==> config.mk <==
export PLATFORM = sky130hd
export DESIGN_NAME = peripheral_interrupt_conditioner
export DESIGN_NICKNAME = d
export VERILOG_FILES = /design/src/rtl/peripheral_irq_pkg.sv /design/src/rtl/irq_line_conditioner.sv /design/src/rtl/peripheral_interrupt_conditioner.sv
export SDC_FILE = /design/constraint.sdc
export NUM_CORES = 1
export LEC_CHECK = 0
export ABC_CLOCK_PERIOD_IN_PS = 1500
export BUFFER_PORTS_ARGS = -buffer_cell sky130_fd_sc_hd__clkbuf_2
export CORE_MARGIN = 10
export CORE_UTILIZATION = 41
export DETAILED_ROUTE_END_ITERATION = 12
export HOLD_SLACK_MARGIN = 0.03
export PLACE_DENSITY = 0.7
export SYNTH_ARGS = -nofsm -noshare
export SYNTH_HDL_FRONTEND = slang
export SYNTH_SLANG_ARGS = --single-unit
==> constraint.sdc <==
create_clock -name clk -period 1.5 [get_ports clk]
set_input_delay 0.15 -clock clk [delete_from_list [all_inputs] [get_ports clk]]
set_output_delay 0.15 -clock clk [all_outputs]
set_load 0.01 [all_outputs]
==> src/rtl/peripheral_irq_pkg.sv <==
// Shared types and defaults for the peripheral interrupt path (conditioner and queue).
package peripheral_irq_pkg;

    typedef enum logic [1:0] {
        CFG_ENABLE   = 2'd0,
        CFG_MODE     = 2'd1,
        CFG_POLARITY = 2'd2,
        CFG_PENDING  = 2'd3
    } cfg_sel_t;

    localparam int unsigned NUM_INTER_DEFAULT       = 52;
    localparam int unsigned SYNC_STAGES_DEFAULT     = 2;
    localparam int unsigned DEBOUNCE_CYCLES_DEFAULT = 3;

    // Debounce counter width; a zero-cycle debounce still keeps a 1-bit counter.
    function automatic int unsigned cnt_width(input int unsigned cycles);
        return (cycles == 0) ? 1 : $clog2(cycles + 1);
    endfunction

endpackage

==> src/rtl/irq_line_conditioner.sv <==
// One interrupt line: synchroniser, polarity correction, debounce and level/edge output.
module irq_line_conditioner
    import peripheral_irq_pkg::*;
#(
    parameter int unsigned SYNC_STAGES     = SYNC_STAGES_DEFAULT,
    parameter int unsigned DEBOUNCE_CYCLES = DEBOUNCE_CYCLES_DEFAULT
) (
    input  logic clk,
    input  logic reset_n,
    input  logic irq_raw,
    input  logic polarity,
    input  logic polarity_next,
    input  logic mode,
    input  logic reload,
    input  logic mode_change,
    output logic irq_out
);

    localparam int unsigned CNT_W = cnt_width(DEBOUNCE_CYCLES);
    localparam logic [CNT_W-1:0] CNT_MAX = CNT_W'(DEBOUNCE_CYCLES);

    logic [SYNC_STAGES-1:0] sync_q;
    logic [CNT_W-1:0]       cnt;
    logic [CNT_W-1:0]       cnt_nx;
    logic                   d;
    logic                   d_nx;
    logic                   d_q;
    logic                   d_q_nx;
    logic                   sync_last;
    logic                   s;

    assign sync_last = sync_q[SYNC_STAGES-1];
    assign s         = sync_last ^ polarity;

    always_comb begin
        d_nx   = d;
        cnt_nx = cnt;
        if (reload) begin
            // Re-seed from the newly corrected level so a polarity flip is invisible downstream.
            d_nx   = sync_last ^ polarity_next;
            cnt_nx = '0;
        end else if (s == d) begin
            cnt_nx = '0;
        end else if (cnt == CNT_MAX) begin
            d_nx   = s;
            cnt_nx = '0;
        end else begin
            cnt_nx = cnt + 1'b1;
        end
    end

    // d_q tracks the value d is taking on reload/mode writes, so neither can create an edge.
    assign d_q_nx = (reload || mode_change) ? d_nx : d;

    always_ff @(posedge clk or negedge reset_n) begin
        if (!reset_n) begin
            sync_q <= '0;
            cnt    <= '0;
            d      <= 1'b0;
            d_q    <= 1'b0;
        end else begin
            sync_q <= {sync_q[SYNC_STAGES-2:0], irq_raw};
            cnt    <= cnt_nx;
            d      <= d_nx;
            d_q    <= d_q_nx;
        end
    end

    assign irq_out = mode ? (d & ~d_q) : d;

endmodule

==> src/rtl/peripheral_interrupt_conditioner.sv <==
// Conditions raw peripheral interrupt lines for the interrupt queue; holds enable/mode/polarity/pending registers.
module peripheral_interrupt_conditioner
    import peripheral_irq_pkg::*;
#(
    parameter int unsigned NUM_INTER       = NUM_INTER_DEFAULT,
    parameter int unsigned SYNC_STAGES     = SYNC_STAGES_DEFAULT,
    parameter int unsigned DEBOUNCE_CYCLES = DEBOUNCE_CYCLES_DEFAULT
) (
    input  logic                 clk,
    input  logic                 reset_n,
    input  logic [NUM_INTER-1:0] irq_in,
    input  logic                 cfg_we,
    input  logic [1:0]           cfg_sel,
    input  logic                 cfg_hi,
    input  logic [31:0]          cfg_wdata,
    output logic [31:0]          cfg_rdata,
    output logic [NUM_INTER-1:0] interrupts,
    output logic [NUM_INTER-1:0] i_enable
);

    cfg_sel_t             sel;
    logic [NUM_INTER-1:0] wr_mask;
    logic [NUM_INTER-1:0] wr_data;
    logic [NUM_INTER-1:0] enable, enable_nx;
    logic [NUM_INTER-1:0] mode, mode_nx;
    logic [NUM_INTER-1:0] polarity, polarity_nx;
    logic [NUM_INTER-1:0] pending, pending_clr;
    logic [NUM_INTER-1:0] reload;
    logic [NUM_INTER-1:0] mode_change;
    logic [NUM_INTER-1:0] rd_word;
    logic [63:0]          rd_ext;

    assign sel = cfg_sel_t'(cfg_sel);

    function automatic logic [NUM_INTER-1:0] merge_word(
        input logic [NUM_INTER-1:0] old_v,
        input logic [NUM_INTER-1:0] mask,
        input logic [NUM_INTER-1:0] data,
        input logic                 hit
    );
        return hit ? ((old_v & ~mask) | (data & mask)) : old_v;
    endfunction

    // Map the 32-bit write word onto the selected half; bits past NUM_INTER simply do not exist.
    always_comb begin
        wr_mask = '0;
        wr_data = '0;
        for (int i = 0; i < NUM_INTER; i++) begin
            wr_mask[i] = ((i >= 32) == cfg_hi);
            wr_data[i] = cfg_wdata[i % 32];
        end
    end

    assign enable_nx   = merge_word(enable,   wr_mask, wr_data, cfg_we && (sel == CFG_ENABLE));
    assign mode_nx     = merge_word(mode,     wr_mask, wr_data, cfg_we && (sel == CFG_MODE));
    assign polarity_nx = merge_word(polarity, wr_mask, wr_data, cfg_we && (sel == CFG_POLARITY));
    assign pending_clr = (cfg_we && (sel == CFG_PENDING)) ? (wr_mask & wr_data) : '0;

    assign reload      = polarity ^ polarity_nx;
    assign mode_change = mode ^ mode_nx;

    always_ff @(posedge clk or negedge reset_n) begin
        if (!reset_n) begin
            enable   <= '0;
            mode     <= '0;
            polarity <= '0;
            pending  <= '0;
        end else begin
            enable   <= enable_nx;
            mode     <= mode_nx;
            polarity <= polarity_nx;
            pending  <= (pending & ~pending_clr) | (interrupts & enable);
        end
    end

    for (genvar g = 0; g < NUM_INTER; g++) begin : g_line
        irq_line_conditioner #(
            .SYNC_STAGES     (SYNC_STAGES),
            .DEBOUNCE_CYCLES (DEBOUNCE_CYCLES)
        ) u_line (
            .clk           (clk),
            .reset_n       (reset_n),
            .irq_raw       (irq_in[g]),
            .polarity      (polarity[g]),
            .polarity_next (polarity_nx[g]),
            .mode          (mode[g]),
            .reload        (reload[g]),
            .mode_change   (mode_change[g]),
            .irq_out       (interrupts[g])
        );
    end

    always_comb begin
        rd_word = '0;
        case (sel)
            CFG_ENABLE:   rd_word = enable;
            CFG_MODE:     rd_word = mode;
            CFG_POLARITY: rd_word = polarity;
            CFG_PENDING:  rd_word = pending;
        endcase
    end

    assign rd_ext    = 64'(rd_word);
    assign cfg_rdata = cfg_hi ? rd_ext[63:32] : rd_ext[31:0];
    assign i_enable  = enable;

endmodule

==> results of run 1 <==
-- how the worst min path moves through the flow --
stage	depth (start not counted)	to	slack (ps)	startpoint
after floorplan	0	async pin	-150	reset_n
after global placement	1	g_line[20].u_line.d_q$_DFF_PN0_	100	reset_n
after detailed placement	1	g_line[20].u_line.d_q$_DFF_PN0_	90	reset_n
after CTS	4	polarity[19]$_DFF_PN0_	30	cfg_wdata[19]
after global routing	2	mode[31]$_DFF_PN0_	60	reset_n
final	2	pending[20]$_DFF_PN0_	60	reset_n
-- power by group through the flow --
stage	clock network (W)	registers (W)	logic, W
5_1_grt	0.0147	0.0210	0.0219
6_report	0.0138	0.0206	0.0201
4_1_cts	0.0141	0.0205	0.0183
3_5_place_dp	0	0.0205	0.0151
3_3_place_gp	0	0.0203	0.0144
2_1_floorplan	0	0.0202	0.0100
-- registers in the layout, indices dropped and copies added, names as in the netlist, named ones only --
| register | cells |
|---|---|
| g_line.u_line.sync_q | 104 |
| g_line.u_line.d_q | 52 |
| pending | 52 |
| polarity | 52 |
| g_line.u_line.d | 52 |
| g_line.u_line.cnt | 104 |
| mode | 52 |
-- through the flow --
| stage | area, um^2 | power (W) | util (%) |
|---|---|---|---|
| 4_1_cts | 32420 | 0.05287 | 54.62 |
| 3_5_place_dp | 28140 | 0.03565 | 47.41 |
| 3_3_place_gp | 28140 | 0.03468 | 47.41 |
| 5_1_grt | 33330 | 0.05762 | 56.16 |
| 2_1_floorplan | 24720 | 0.03024 | - |
| 6_report | 33330 | 0.05454 | 56.16 |
-- repair_timing --
| item | in CTS | in global routing |
|---|---|---|
| hold buffers | 84 | 0 |
| gates resized for setup | 249 | 229 |
| pin swaps | 54 | 24 |
| hold endpoints to repair | 653 | 0 |
| buffers inserted | 109 | 51 |
| endpoints found under the setup margin | 87 | 101 |
| gates cloned | 0 | 0 |
-- metal layers --
layer / up-vias / share of wire, % / track usage [%]
li1: 8732 / - / -
met1: 9549 / 41 / 24.29
met2: 601 / 48 / 32.27
met3: 140 / 7.6 / 4.982
met4: 6 / 3.2 / 6.818
met5: - / 0.048 / 0
-- kinds of logic (layout without fill, tap and decap cells) --
family / after synthesis / in the layout / synth area share (%)
muxes: 168 / 168 / 10.04
xor gates and xnor gates: 220 / 220 / 7.919
buffers and inverters: 159 / 788 / 4.020
DFF: 520 / 520 / 52.66
AOI/OAI and AO/OA: 286 / 286 / 7.772
adders and majority gates: 52 / 52 / 2.633
other: 0 / 3 / 0
and+or+nand+nor: 790 / 790 / 14.96
-- critical path, cell delays in order (launching register included) --
cell and delay (ps):
dfrtp_1 430, mux4_2 490, mux2_4 300, buf_6 130
-- final cells by class --
type,count,area (um^2)
Fill cell,4640,26020
Clock buffer,78,1614
Sequential cell,520,13020
Inverter,3,11.26
Antenna cell,3,7.507
Timing Repair Buffer,688,6077
Multi-Input combinational cell,1516,11410
Tap cell,773,967.2
Clock inverter,19,219.0
-- cells in the final DEF, fill, tap and decap left out, types with 7 or more instances in the layout --
master / count
o221ai_1: 33
a21boi_2: 12
a21boi_4: 40
mux2_4: 30
o21ai_0: 49
a21oi_2: 10
clkinv_2: 7
ha_1: 52
xnor2_2: 8
nor2_1: 68
o21ai_1: 11
clkbuf_8: 14
buf_12: 32
buf_8: 23
nand3b_1: 33
dfrtp_1: 512
nor4b_1: 22
clkbuf_2: 132
or3b_2: 30
and3_1: 29
nand2_1: 506
xor2_1: 105
a22o_1: 52
and2_4: 12
a21oi_1: 72
mux4_2: 52
mux2i_1: 30
mux2_2: 54
clkbuf_16: 56
buf_6: 124
nand3_1: 34
buf_4: 287
clkbuf_1: 9
dlygate4sd3_1: 84
xnor2_1: 107
dfrtp_2: 8
nor3_1: 26
==> impl_metrics.xml, run 1 <==
<?xml version="1.0" encoding="UTF-8"?>
<metrics>
  <group name="status">
    <metric name="outcome" unit="">finished with violations</metric>
    <metric name="violated_checks" unit="">setup timing</metric>
  </group>
  <group name="global_route">
    <metric name="grt.total_usage" unit="%">19.44</metric>
    <metric name="initial_antenna_violation_count" unit="">5</metric>
    <metric name="grt_max_degree" unit="">76</metric>
    <metric name="vias_in_the_first_global_route" unit="">19990</metric>
    <metric name="grt_first_pass_wirelength" unit="mm">109.7</metric>
    <metric name="gr-total-overflow" unit="">0</metric>
  </group>
  <group name="power">
    <metric name="power_switching_share" unit="%">32.13</metric>
    <metric name="vdd_ir_drop_max" unit="V">0.0009118</metric>
    <metric name="comb_power_share" unit="%">36.9</metric>
    <metric name="share_clk_of_total_power" unit="%">25.2</metric>
    <metric name="total_switching_power" unit="W">0.01752</metric>
    <metric name="power_report.internal_total" unit="W">0.03702</metric>
    <metric name="cellPowerDensity" unit="mW/mm^2">1636</metric>
    <metric name="seqPwrFrac" unit="%">37.8</metric>
    <metric name="leakagePower" unit="nW">15.59</metric>
  </group>
  <group name="drt">
    <metric name="routed_wire_length_per_instance" unit="um">19.57</metric>
    <metric name="detail-route-antenna-nets" unit="">0</metric>
    <metric name="route.detailed.vias_per_inst" unit="">5.286</metric>
    <metric name="postRouteWirelength" unit="mm">70.44</metric>
    <metric name="drt_first_iter_violations" unit="">1328</metric>
    <metric name="via_count" unit="">19030</metric>
    <metric name="drt_pass1_iterations" unit="">5</metric>
    <metric name="drc" unit="">0</metric>
  </group>
  <group name="timing">
    <metric name="fin_tns_setup" unit="ps">-21570</metric>
    <metric name="min_period" unit="ps">2108</metric>
    <metric name="final_max_slew_viol_count" unit="">0</metric>
    <metric name="relative_max_transition_margin" unit="%">71.02</metric>
    <metric name="setup_viol" unit="">85</metric>
    <metric name="final.setup.worst_slack" unit="ps">-608.3</metric>
    <metric name="holdWs" unit="ps">56.61</metric>
    <metric name="fmax" unit="GHz">0.4743</metric>
    <metric name="timing.final.hold_violations" unit="">0</metric>
    <metric name="setup_repair_after_global_routing_missed_its_margin" unit="">true</metric>
    <metric name="final.period_utilization" unit="%">140.6</metric>
    <metric name="tightestPinTransition" unit="ps">434.6</metric>
    <metric name="clock-skew-final" unit="ps">11.16</metric>
  </group>
  <group name="synth">
    <metric name="ys_async_sr_fraction" unit="%">100.0</metric>
    <metric name="ys_ff_latch" unit="">520</metric>
    <metric name="post-synth-top-count-cell" unit="">dfrtp_1</metric>
    <metric name="synth_largest_area_cell" unit="">dfrtp_1</metric>
    <metric name="netlist_area" unit="mm^2">0.02471</metric>
    <metric name="ys_top_cells_by_count" unit="">dfrtp_1, nand2_1, xnor2_1</metric>
    <metric name="yosys_warnings" unit="">0</metric>
    <metric name="synth_cell_types" unit="">51</metric>
    <metric name="synth.yosys.seq_area_share" unit="%">52.66</metric>
    <metric name="share_of_yosys_cell_area_claimed_by_the_top_area_cell_type" unit="%">52.66</metric>
    <metric name="post_synth.cell_area_avg" unit="um^2">11.26</metric>
    <metric name="ys_dominant_reg_cell" unit="">dfrtp_1</metric>
    <metric name="synthesis.nets" unit="">2337</metric>
    <metric name="post_syn_instances" unit="">2195</metric>
    <metric name="synth_enable_flop_cells" unit="">0</metric>
    <metric name="synth_top_cells_by_area" unit="">dfrtp_1, nand2_1, mux4_2</metric>
  </group>
  <group name="cells_and_area">
    <metric name="final_net_count" unit="">2927</metric>
    <metric name="flow.area_growth_from_synthesis" unit="%">34.88</metric>
    <metric name="post_route_cells_drive_above_1_share" unit="%">34.21</metric>
    <metric name="final_std_cells_w_o_fill" unit="">3600</metric>
  </group>
  <group name="place">
    <metric name="finalWeightedCongestion" unit="">0.8701</metric>
    <metric name="dp_slack" unit="ps">-268.0</metric>
    <metric name="dpl.hpwl" unit="mm">48.25</metric>
    <metric name="io_buffers" unit="">225</metric>
    <metric name="dp_cells" unit="">3285</metric>
  </group>
  <group name="floorplanning">
    <metric name="die_width" unit="um">265.5</metric>
    <metric name="initial_utilization" unit="%">41.64</metric>
    <metric name="design.portCount" unit="">226</metric>
    <metric name="dieArea" unit="mm^2">0.07050</metric>
    <metric name="chipHeight" unit="um">265.5</metric>
    <metric name="row_count" unit="">89</metric>
    <metric name="design.core.area" unit="mm^2">0.05935</metric>
  </group>
  <group name="setup_path">
    <metric name="crit_path_end" unit="">cfg_rdata[10]</metric>
    <metric name="crit_end_category" unit="">primary output</metric>
    <metric name="reg2reg_to" unit="">g_line[51].u_line.cnt[0]$_DFF_PN0_</metric>
    <metric name="path_class" unit="">reg -&gt; out</metric>
    <metric name="arrival" unit="ps">1960</metric>
    <metric name="timing.critical_path.required" unit="ps">1350</metric>
    <metric name="crit_path_max_fanout" unit="">2</metric>
    <metric name="r2r_cells" unit="">6</metric>
    <metric name="setup.reg_to_reg.worst_slack" unit="ps">30</metric>
    <metric name="reg2reg_from" unit="">polarity[51]$_DFF_PN0_</metric>
    <metric name="cp-start-kind" unit="">flip-flop</metric>
    <metric name="worstSetupStartpoint" unit="">pending[10]$_DFF_PN0_</metric>
  </group>
  <group name="clocking">
    <metric name="cts_buffer_depth" unit="">3</metric>
    <metric name="cts_tree" unit="">built</metric>
    <metric name="clock_buffer_count_from_cts" unit="">56</metric>
    <metric name="worst_setup_hold_path_clk_slew" unit="ps">60</metric>
    <metric name="cts-root-buf" unit="">clkbuf_16</metric>
    <metric name="insertion_delay" unit="ps">610</metric>
    <metric name="clock-sinks" unit="">520</metric>
    <metric name="cts.htree.levels" unit="">2</metric>
  </group>
  <group name="run">
    <metric name="count_of_max_cap_constraint_violations" unit="">0</metric>
  </group>
  <group name="min_path">
    <metric name="hold_path.class" unit="">in -&gt; async</metric>
  </group>
</metrics>
Power figures use the tool's default switching activity.
==> run 2, diff against run 1 <==
--- a/config.mk
+++ b/config.mk
@@ -5,13 +5,13 @@
 export SDC_FILE = /design/constraint.sdc
 export NUM_CORES = 1
 export LEC_CHECK = 0
-export ABC_CLOCK_PERIOD_IN_PS = 1500
+export ABC_CLOCK_PERIOD_IN_PS = 2430
 export BUFFER_PORTS_ARGS = -buffer_cell sky130_fd_sc_hd__clkbuf_2
 export CORE_MARGIN = 10
 export CORE_UTILIZATION = 41
 export DETAILED_ROUTE_END_ITERATION = 12
 export HOLD_SLACK_MARGIN = 0.03
-export PLACE_DENSITY = 0.7
+export PLACE_DENSITY = 0.68
 export SYNTH_ARGS = -nofsm -noshare
 export SYNTH_HDL_FRONTEND = slang
 export SYNTH_SLANG_ARGS = --single-unit
==> constraint.sdc (replaced) <==
create_clock -name clk -period 2.43 [get_ports clk]
set_input_delay 0.243 -clock clk [delete_from_list [all_inputs] [get_ports clk]]
set_output_delay 0.243 -clock clk [all_outputs]
set_load 0.01 [all_outputs]
==> run 2 against run 1 <==
Effect of this change:
- the flow now finishes without violations
- combinational power down 59%
- global-route usage down 1.7 points
- clock skew up 17 ps
- cell count down 9.0%
- non-clock buffer count down 332
- first-iteration DRC count down 3.0%
- critical path type unchanged
- largest power group unchanged
==> impl_metrics.xml, run 2 (synthesis results as in run 1) <==
<?xml version="1.0" encoding="UTF-8"?>
<metrics>
  <group name="status">
    <metric name="outcome" unit="">complete, no violations</metric>
  </group>
  <group name="global_route">
    <metric name="grt_first_pass_wirelength" unit="mm">100.6</metric>
    <metric name="initial_antenna_violation_count" unit="">2</metric>
    <metric name="grt_max_degree" unit="">91</metric>
    <metric name="vias_in_the_first_global_route" unit="">18100</metric>
    <metric name="gr-total-overflow" unit="">0</metric>
    <metric name="grt.total_usage" unit="%">17.74</metric>
  </group>
  <group name="cells_and_area">
    <metric name="final_std_cells_w_o_fill" unit="">3275</metric>
    <metric name="top_regs" unit="">g_line.u_line.cnt x104, g_line.u_line.sync_q x104</metric>
    <metric name="final_net_count" unit="">2596</metric>
    <metric name="most-common-layout-cells" unit="">dfrtp_1, nand2_1, clkbuf_2, xnor2_1, xor2_1</metric>
    <metric name="flow.area_growth_from_synthesis" unit="%">18.28</metric>
    <metric name="commonest_non_fill_non_tap_cell_in_the_layout" unit="">dfrtp_1</metric>
    <metric name="post_route_cells_drive_above_1_share" unit="%">22.67</metric>
  </group>
  <group name="clocking">
    <metric name="cts_buffer_depth" unit="">3</metric>
    <metric name="insertion_delay" unit="ps">620</metric>
    <metric name="clock-sinks" unit="">520</metric>
    <metric name="worst_setup_hold_path_clk_slew" unit="ps">60</metric>
    <metric name="cts_tree" unit="">built</metric>
    <metric name="cts.htree.levels" unit="">2</metric>
    <metric name="clock_buffer_count_from_cts" unit="">57</metric>
    <metric name="cts-root-buf" unit="">clkbuf_16</metric>
    <metric name="cts_resized" unit="">0</metric>
  </group>
  <group name="place">
    <metric name="finalWeightedCongestion" unit="">0.8598</metric>
    <metric name="dp_cells" unit="">3093</metric>
    <metric name="dpl.hpwl" unit="mm">43.71</metric>
    <metric name="io_buffers" unit="">225</metric>
  </group>
  <group name="setup_path">
    <metric name="cp-start-kind" unit="">flip-flop</metric>
    <metric name="arrival" unit="ps">2080</metric>
    <metric name="path_class" unit="">reg -&gt; out</metric>
    <metric name="crit_path_max_fanout" unit="">4</metric>
    <metric name="timing.critical_path.required" unit="ps">2190</metric>
    <metric name="crit_end_category" unit="">primary output</metric>
    <metric name="reg2reg_from" unit="">polarity[22]$_DFF_PN0_</metric>
    <metric name="worstSetupStartpoint" unit="">polarity[51]$_DFF_PN0_</metric>
  </group>
  <group name="drt">
    <metric name="postRouteWirelength" unit="mm">62.85</metric>
    <metric name="routed_wire_length_per_instance" unit="um">19.19</metric>
    <metric name="via_count" unit="">17380</metric>
    <metric name="route.detailed.vias_per_inst" unit="">5.305</metric>
    <metric name="drc" unit="">0</metric>
    <metric name="drt_first_iter_violations" unit="">1288</metric>
    <metric name="drt_pass1_iterations" unit="">5</metric>
    <metric name="detail-route-antenna-nets" unit="">0</metric>
  </group>
  <group name="timing">
    <metric name="setup_viol" unit="">0</metric>
    <metric name="relative_max_transition_margin" unit="%">56.16</metric>
    <metric name="final_max_slew_viol_count" unit="">0</metric>
    <metric name="timing.final.hold_violations" unit="">0</metric>
    <metric name="tightestPinTransition" unit="ps">651.7</metric>
    <metric name="min_period" unit="ps">2318</metric>
    <metric name="fmax" unit="GHz">0.4313</metric>
    <metric name="setup_repair_after_global_routing_missed_its_margin" unit="">false</metric>
    <metric name="final.period_utilization" unit="%">95.41</metric>
    <metric name="clock-skew-final" unit="ps">28.37</metric>
    <metric name="fin_tns_setup" unit="ps">0</metric>
  </group>
  <group name="power">
    <metric name="total_switching_power" unit="W">0.009706</metric>
    <metric name="vdd_ir_drop_max" unit="V">0.0005614</metric>
    <metric name="power_switching_share" unit="%">32.50</metric>
    <metric name="cellPowerDensity" unit="mW/mm^2">1022</metric>
    <metric name="share_clk_of_total_power" unit="%">29.6</metric>
    <metric name="comb_power_share" unit="%">27.5</metric>
    <metric name="leakagePower" unit="nW">13.30</metric>
    <metric name="seqPwrFrac" unit="%">42.9</metric>
    <metric name="power_report.internal_total" unit="W">0.02016</metric>
  </group>
  <group name="floorplanning">
    <metric name="die_width" unit="um">265.5</metric>
    <metric name="chipHeight" unit="um">265.5</metric>
    <metric name="initial_utilization" unit="%">41.64</metric>
    <metric name="row_count" unit="">89</metric>
    <metric name="design.core.area" unit="mm^2">0.05935</metric>
    <metric name="design.portCount" unit="">226</metric>
    <metric name="dieArea" unit="mm^2">0.07050</metric>
  </group>
  <group name="min_path">
    <metric name="hold_path.class" unit="">in -&gt; reg</metric>
    <metric name="holdCritStartpoint" unit="">cfg_wdata[5]</metric>
  </group>
  <group name="run">
    <metric name="count_of_max_cap_constraint_violations" unit="">0</metric>
  </group>
</metrics>
run 2: cell types whose count changed in the layout (fill, tap and decap cells not counted), sizes merged:
cell	previous run	this run
clkbuf	211	306
buf	471	59
dlygate4sd3	84	75
clkinv	11	14
diode	3	1
run 2: path summary, 6_finish.rpt:
check,endpoint,cells after the start,slack (ps)
worst min register to register,g_line[40].u_line.sync_q[1]$_DFF_PN0_,0,340
worst min-delay path,polarity[5]$_DFF_PN0_,3,80
max in group asynchronous,g_line[21].u_line.d$_DFF_PN0_,3,1440
worst max register to register,g_line[22].u_line.d_q$_DFF_PN0_,3,950
min in group asynchronous,g_line[37].u_line.d$_DFF_PN0_,2,140
worst max-delay path,cfg_rdata[19],3,110
run 2: repair_timing:
item	in CTS	in global routing
hold buffers	75	0
setup buffers	0	0
endpoints found under the hold margin	519	0
run 2: critical path: stages, from the launching register on:
cell      delay [ps]
dfrtp_1          430
mux4_2           570
mux2_2           320
clkbuf_2         140
run 2: power groups by stage:
stage                     logic (W)  registers (W)  clock network [W]
after global placement      0.00778         0.0128                  0
after CTS                   0.00830         0.0128            0.00910
after floorplan             0.00620         0.0125                  0
after global routing        0.00923         0.0131            0.00943
final                       0.00821         0.0128            0.00885
after detailed placement    0.00816         0.0129                  0
run 2: per-stage QoR:
step	utilization [%]	hold slack [ps]	setup slack [ps]	power, W	cell area (um^2)
5_1_grt	49.25	66.91	49.96	0.03177	29230
6_report	49.25	83.16	111.6	0.02986	29230
3_5_place_dp	44.69	189.8	139.5	0.02110	26520
4_1_cts	49.24	34.25	88.34	0.03020	29230
2_1_floorplan	-	-52.59	724.7	0.01866	24710
3_3_place_gp	44.69	189.7	158.4	0.02057	26520
run 2: per-layer routing:
metal / GRT usage, % / vias to the layer above / share of wire [%]
met4: 5.684 / 2 / 2.9
met1: 22.96 / 8779 / 43
met5: 0 / - / 0.016
met3: 3.977 / 112 / 6.5
li1: - / 8031 / -
met2: 29.17 / 451 / 48
run 2: layout make-up:
| cell class | instances | area, um^2 |
|---|---|---|
| Antenna cell | 1 | 2.502 |
| Clock buffer | 84 | 1729 |
| Clock inverter | 22 | 225.2 |
| Fill cell | 5121 | 30120 |
| Inverter | 3 | 11.26 |
| Multi-Input combinational cell | 1516 | 10750 |
| Sequential cell | 520 | 13010 |
| Tap cell | 773 | 967.2 |
| Timing Repair Buffer | 356 | 2537 |
==> run 3, diff against run 2 <==
--- a/config.mk
+++ b/config.mk
@@ -12,6 +12,7 @@
 export DETAILED_ROUTE_END_ITERATION = 12
 export HOLD_SLACK_MARGIN = 0.03
 export PLACE_DENSITY = 0.68
+export RECOVER_POWER = 100
 export SYNTH_ARGS = -nofsm -noshare
 export SYNTH_HDL_FRONTEND = slang
 export SYNTH_SLANG_ARGS = --single-unit
==> run 3 against run 2 <==
Effect of this change:
- sequential power hardly changed
- critical path type unchanged
- largest cell class unchanged
- final area fell by 1.7%
- worst setup slack improved by 7.4 ps
- count of clock-buffer cells in the layout stayed put
- die area stayed put
- flip-flop and latch count did not move
==> impl_metrics.xml, run 3 (synthesis results as in run 1) <==
<?xml version="1.0" encoding="UTF-8"?>
<metrics>
  <group name="timing">
    <metric name="timing.final.hold_violations" unit="">0</metric>
    <metric name="fin_tns_setup" unit="ps">0</metric>
    <metric name="fmax" unit="GHz">0.4327</metric>
    <metric name="tightestPinTransition" unit="ps">1359</metric>
    <metric name="final.period_utilization" unit="%">95.10</metric>
    <metric name="min_period" unit="ps">2311</metric>
    <metric name="setup_viol" unit="">0</metric>
    <metric name="clock-skew-final" unit="ps">30.05</metric>
    <metric name="setup_repair_after_global_routing_missed_its_margin" unit="">false</metric>
    <metric name="final_max_slew_viol_count" unit="">0</metric>
    <metric name="relative_max_transition_margin" unit="%">9.224</metric>
  </group>
  <group name="floorplanning">
    <metric name="initial_utilization" unit="%">41.64</metric>
    <metric name="dieArea" unit="mm^2">0.07050</metric>
    <metric name="row_count" unit="">89</metric>
    <metric name="chipHeight" unit="um">265.5</metric>
    <metric name="die_width" unit="um">265.5</metric>
    <metric name="design.core.area" unit="mm^2">0.05935</metric>
    <metric name="design.portCount" unit="">226</metric>
  </group>
  <group name="drt">
    <metric name="drt_pass1_iterations" unit="">5</metric>
    <metric name="route.detailed.vias_per_inst" unit="">5.314</metric>
    <metric name="routed_wire_length_per_instance" unit="um">19.17</metric>
    <metric name="via_count" unit="">17400</metric>
    <metric name="drt_first_iter_violations" unit="">1372</metric>
    <metric name="postRouteWirelength" unit="mm">62.77</metric>
    <metric name="drc" unit="">0</metric>
    <metric name="detail-route-antenna-nets" unit="">0</metric>
  </group>
  <group name="cells_and_area">
    <metric name="final_std_cells_w_o_fill" unit="">3275</metric>
    <metric name="final_net_count" unit="">2596</metric>
    <metric name="commonest_non_fill_non_tap_cell_in_the_layout" unit="">dfrtp_1</metric>
    <metric name="top_regs" unit="">g_line.u_line.cnt x104, g_line.u_line.sync_q x104</metric>
    <metric name="post_route_cells_drive_above_1_share" unit="%">15.19</metric>
    <metric name="flow.area_growth_from_synthesis" unit="%">16.23</metric>
    <metric name="post-route-util" unit="%">48.39</metric>
    <metric name="most-common-layout-cells" unit="">dfrtp_1, nand2_1, clkbuf_1, xnor2_1, xor2_1</metric>
  </group>
  <group name="setup_path">
    <metric name="r2r_cells" unit="">3</metric>
    <metric name="critical_path_buf_inv_count" unit="">1</metric>
    <metric name="worst_path_max_delay_cell" unit="">mux4_2</metric>
    <metric name="setup.reg_to_reg.worst_slack" unit="ps">940</metric>
    <metric name="timing.critical_path.required" unit="ps">2190</metric>
    <metric name="arrival" unit="ps">2070</metric>
    <metric name="path_class" unit="">reg -&gt; out</metric>
    <metric name="cp-start-kind" unit="">flip-flop</metric>
    <metric name="reg2reg_to" unit="">g_line[22].u_line.d_q$_DFF_PN0_</metric>
    <metric name="cpPeakStageDelay" unit="ps">510</metric>
    <metric name="crit_end_category" unit="">primary output</metric>
    <metric name="reg2reg_from" unit="">polarity[22]$_DFF_PN0_</metric>
    <metric name="critical_path.top_delay_family" unit="">multiplexers</metric>
    <metric name="crit_chain" unit="">mux4_2, mux2_1, clkbuf_2</metric>
    <metric name="crit_path_max_fanout" unit="">6</metric>
  </group>
  <group name="global_route">
    <metric name="grt_max_degree" unit="">91</metric>
    <metric name="vias_in_the_first_global_route" unit="">18100</metric>
    <metric name="initial_antenna_violation_count" unit="">2</metric>
    <metric name="gr-total-overflow" unit="">0</metric>
    <metric name="grt_first_pass_wirelength" unit="mm">100.6</metric>
    <metric name="grt.total_usage" unit="%">17.74</metric>
  </group>
  <group name="clocking">
    <metric name="insertion_delay" unit="ps">620</metric>
    <metric name="cts_tree" unit="">built</metric>
    <metric name="cts-root-buf" unit="">clkbuf_16</metric>
    <metric name="clock_buffer_count_from_cts" unit="">57</metric>
    <metric name="clock-sinks" unit="">520</metric>
    <metric name="cts.htree.levels" unit="">2</metric>
    <metric name="cts_buffer_depth" unit="">3</metric>
    <metric name="worst_setup_hold_path_clk_slew" unit="ps">60</metric>
  </group>
  <group name="place">
    <metric name="io_buffers" unit="">225</metric>
    <metric name="finalWeightedCongestion" unit="">0.8598</metric>
    <metric name="dp_cells" unit="">3093</metric>
    <metric name="dpl.hpwl" unit="mm">43.71</metric>
  </group>
  <group name="min_path">
    <metric name="hold-path-cell-count" unit="">3</metric>
    <metric name="holdCritStartpoint" unit="">cfg_wdata[5]</metric>
    <metric name="hold_path.class" unit="">in -&gt; reg</metric>
    <metric name="holdPathEnd" unit="">mode[5]$_DFF_PN0_</metric>
  </group>
  <group name="power">
    <metric name="p_total" unit="W">0.02957</metric>
    <metric name="vdd_ir_drop_max" unit="V">0.0005614</metric>
    <metric name="leakagePower" unit="nW">12.71</metric>
    <metric name="cellPowerDensity" unit="mW/mm^2">1029</metric>
  </group>
  <group name="run">
    <metric name="count_of_max_cap_constraint_violations" unit="">0</metric>
  </group>
  <group name="status">
    <metric name="outcome" unit="">complete, no violations</metric>
  </group>
</metrics>
run 3: changes by cell type in the layout (fill, tap and decap cells not counted), moves of 3 or more:
cell | before | now
clkbuf_4 | 0 | 3
buf_4 | 40 | 16
clkbuf_2 | 222 | 92
o21ai_0 | 49 | 58
xnor2_2 | 4 | 0
mux2_2 | 73 | 68
buf_12 | 18 | 10
mux2_1 | 2 | 16
xnor2_1 | 111 | 115
clkbuf_1 | 8 | 165
o21ai_1 | 11 | 2
mux2_4 | 11 | 2
run 3: layout make-up:
type / count / area [um^2]
timing repair buffer: 356 / 2178
fill: 5268 / 30630
sequential: 520 / 13010
antenna: 1 / 2.502
multi-input combinational: 1516 / 10600
tap: 773 / 967.2
clock buffer: 84 / 1729
inverter: 3 / 11.26
clock inverter: 22 / 225.2
run 3: worst max-delay path by stage:
stage | from | endpoint | slack (ps) | cells after the start
2_1_floorplan | cfg_sel[0] | cfg_rdata[10] | 720 | 4
3_3_place_gp | cfg_sel[0] | cfg_rdata[11] | 160 | 5
3_5_place_dp | cfg_sel[0] | cfg_rdata[11] | 140 | 5
4_1_cts | polarity[51]$_DFF_PN0_ | cfg_rdata[19] | 90 | 3
5_1_grt | polarity[51]$_DFF_PN0_ | cfg_rdata[19] | 50 | 3
6_report | polarity[39]$_DFF_PN0_ | cfg_rdata[7] | 120 | 3
run 3: per-stage QoR:
step,instance area [um^2],worst slack (ps),hold WS (ps)
after global placement,26520,158.4,189.7
final,28720,119.0,85.63
after global routing,28720,53.14,64.99
after floorplan,24710,724.7,-52.59
after CTS,29230,88.34,34.25
after detailed placement,26520,139.5,189.8
run 3: metal layers:
| metal | vias up | global-route usage [%] | share of wire (%) |
|---|---|---|---|
| li1 | 8036 | - | - |
| met1 | 8809 | 22.96 | 43 |
| met2 | 441 | 29.17 | 48 |
| met3 | 115 | 3.977 | 6.5 |
| met4 | 2 | 5.684 | 2.9 |
| met5 | - | 0 | 0.014 |
run 3: tightest hold or removal path, stage by stage:
cell      delay [ps]
clkbuf_2         240
nand2_1          120
nand2_1           50
run 3: where the power goes:
group | internal [W] | switching (W)
registers | 0.0110 | 0.00181
clock network | 0.00524 | 0.00362
logic | 0.00365 | 0.00426
total | 0.0199 | 0.00968
run 3: repair_timing:
| item | CTS | global route |
|---|---|---|
| resized for setup | 0 | 0 |
| buffers inserted | 0 | 0 |
| hold endpoints to repair | 519 | 0 |
| hold buffers | 75 | 0 |
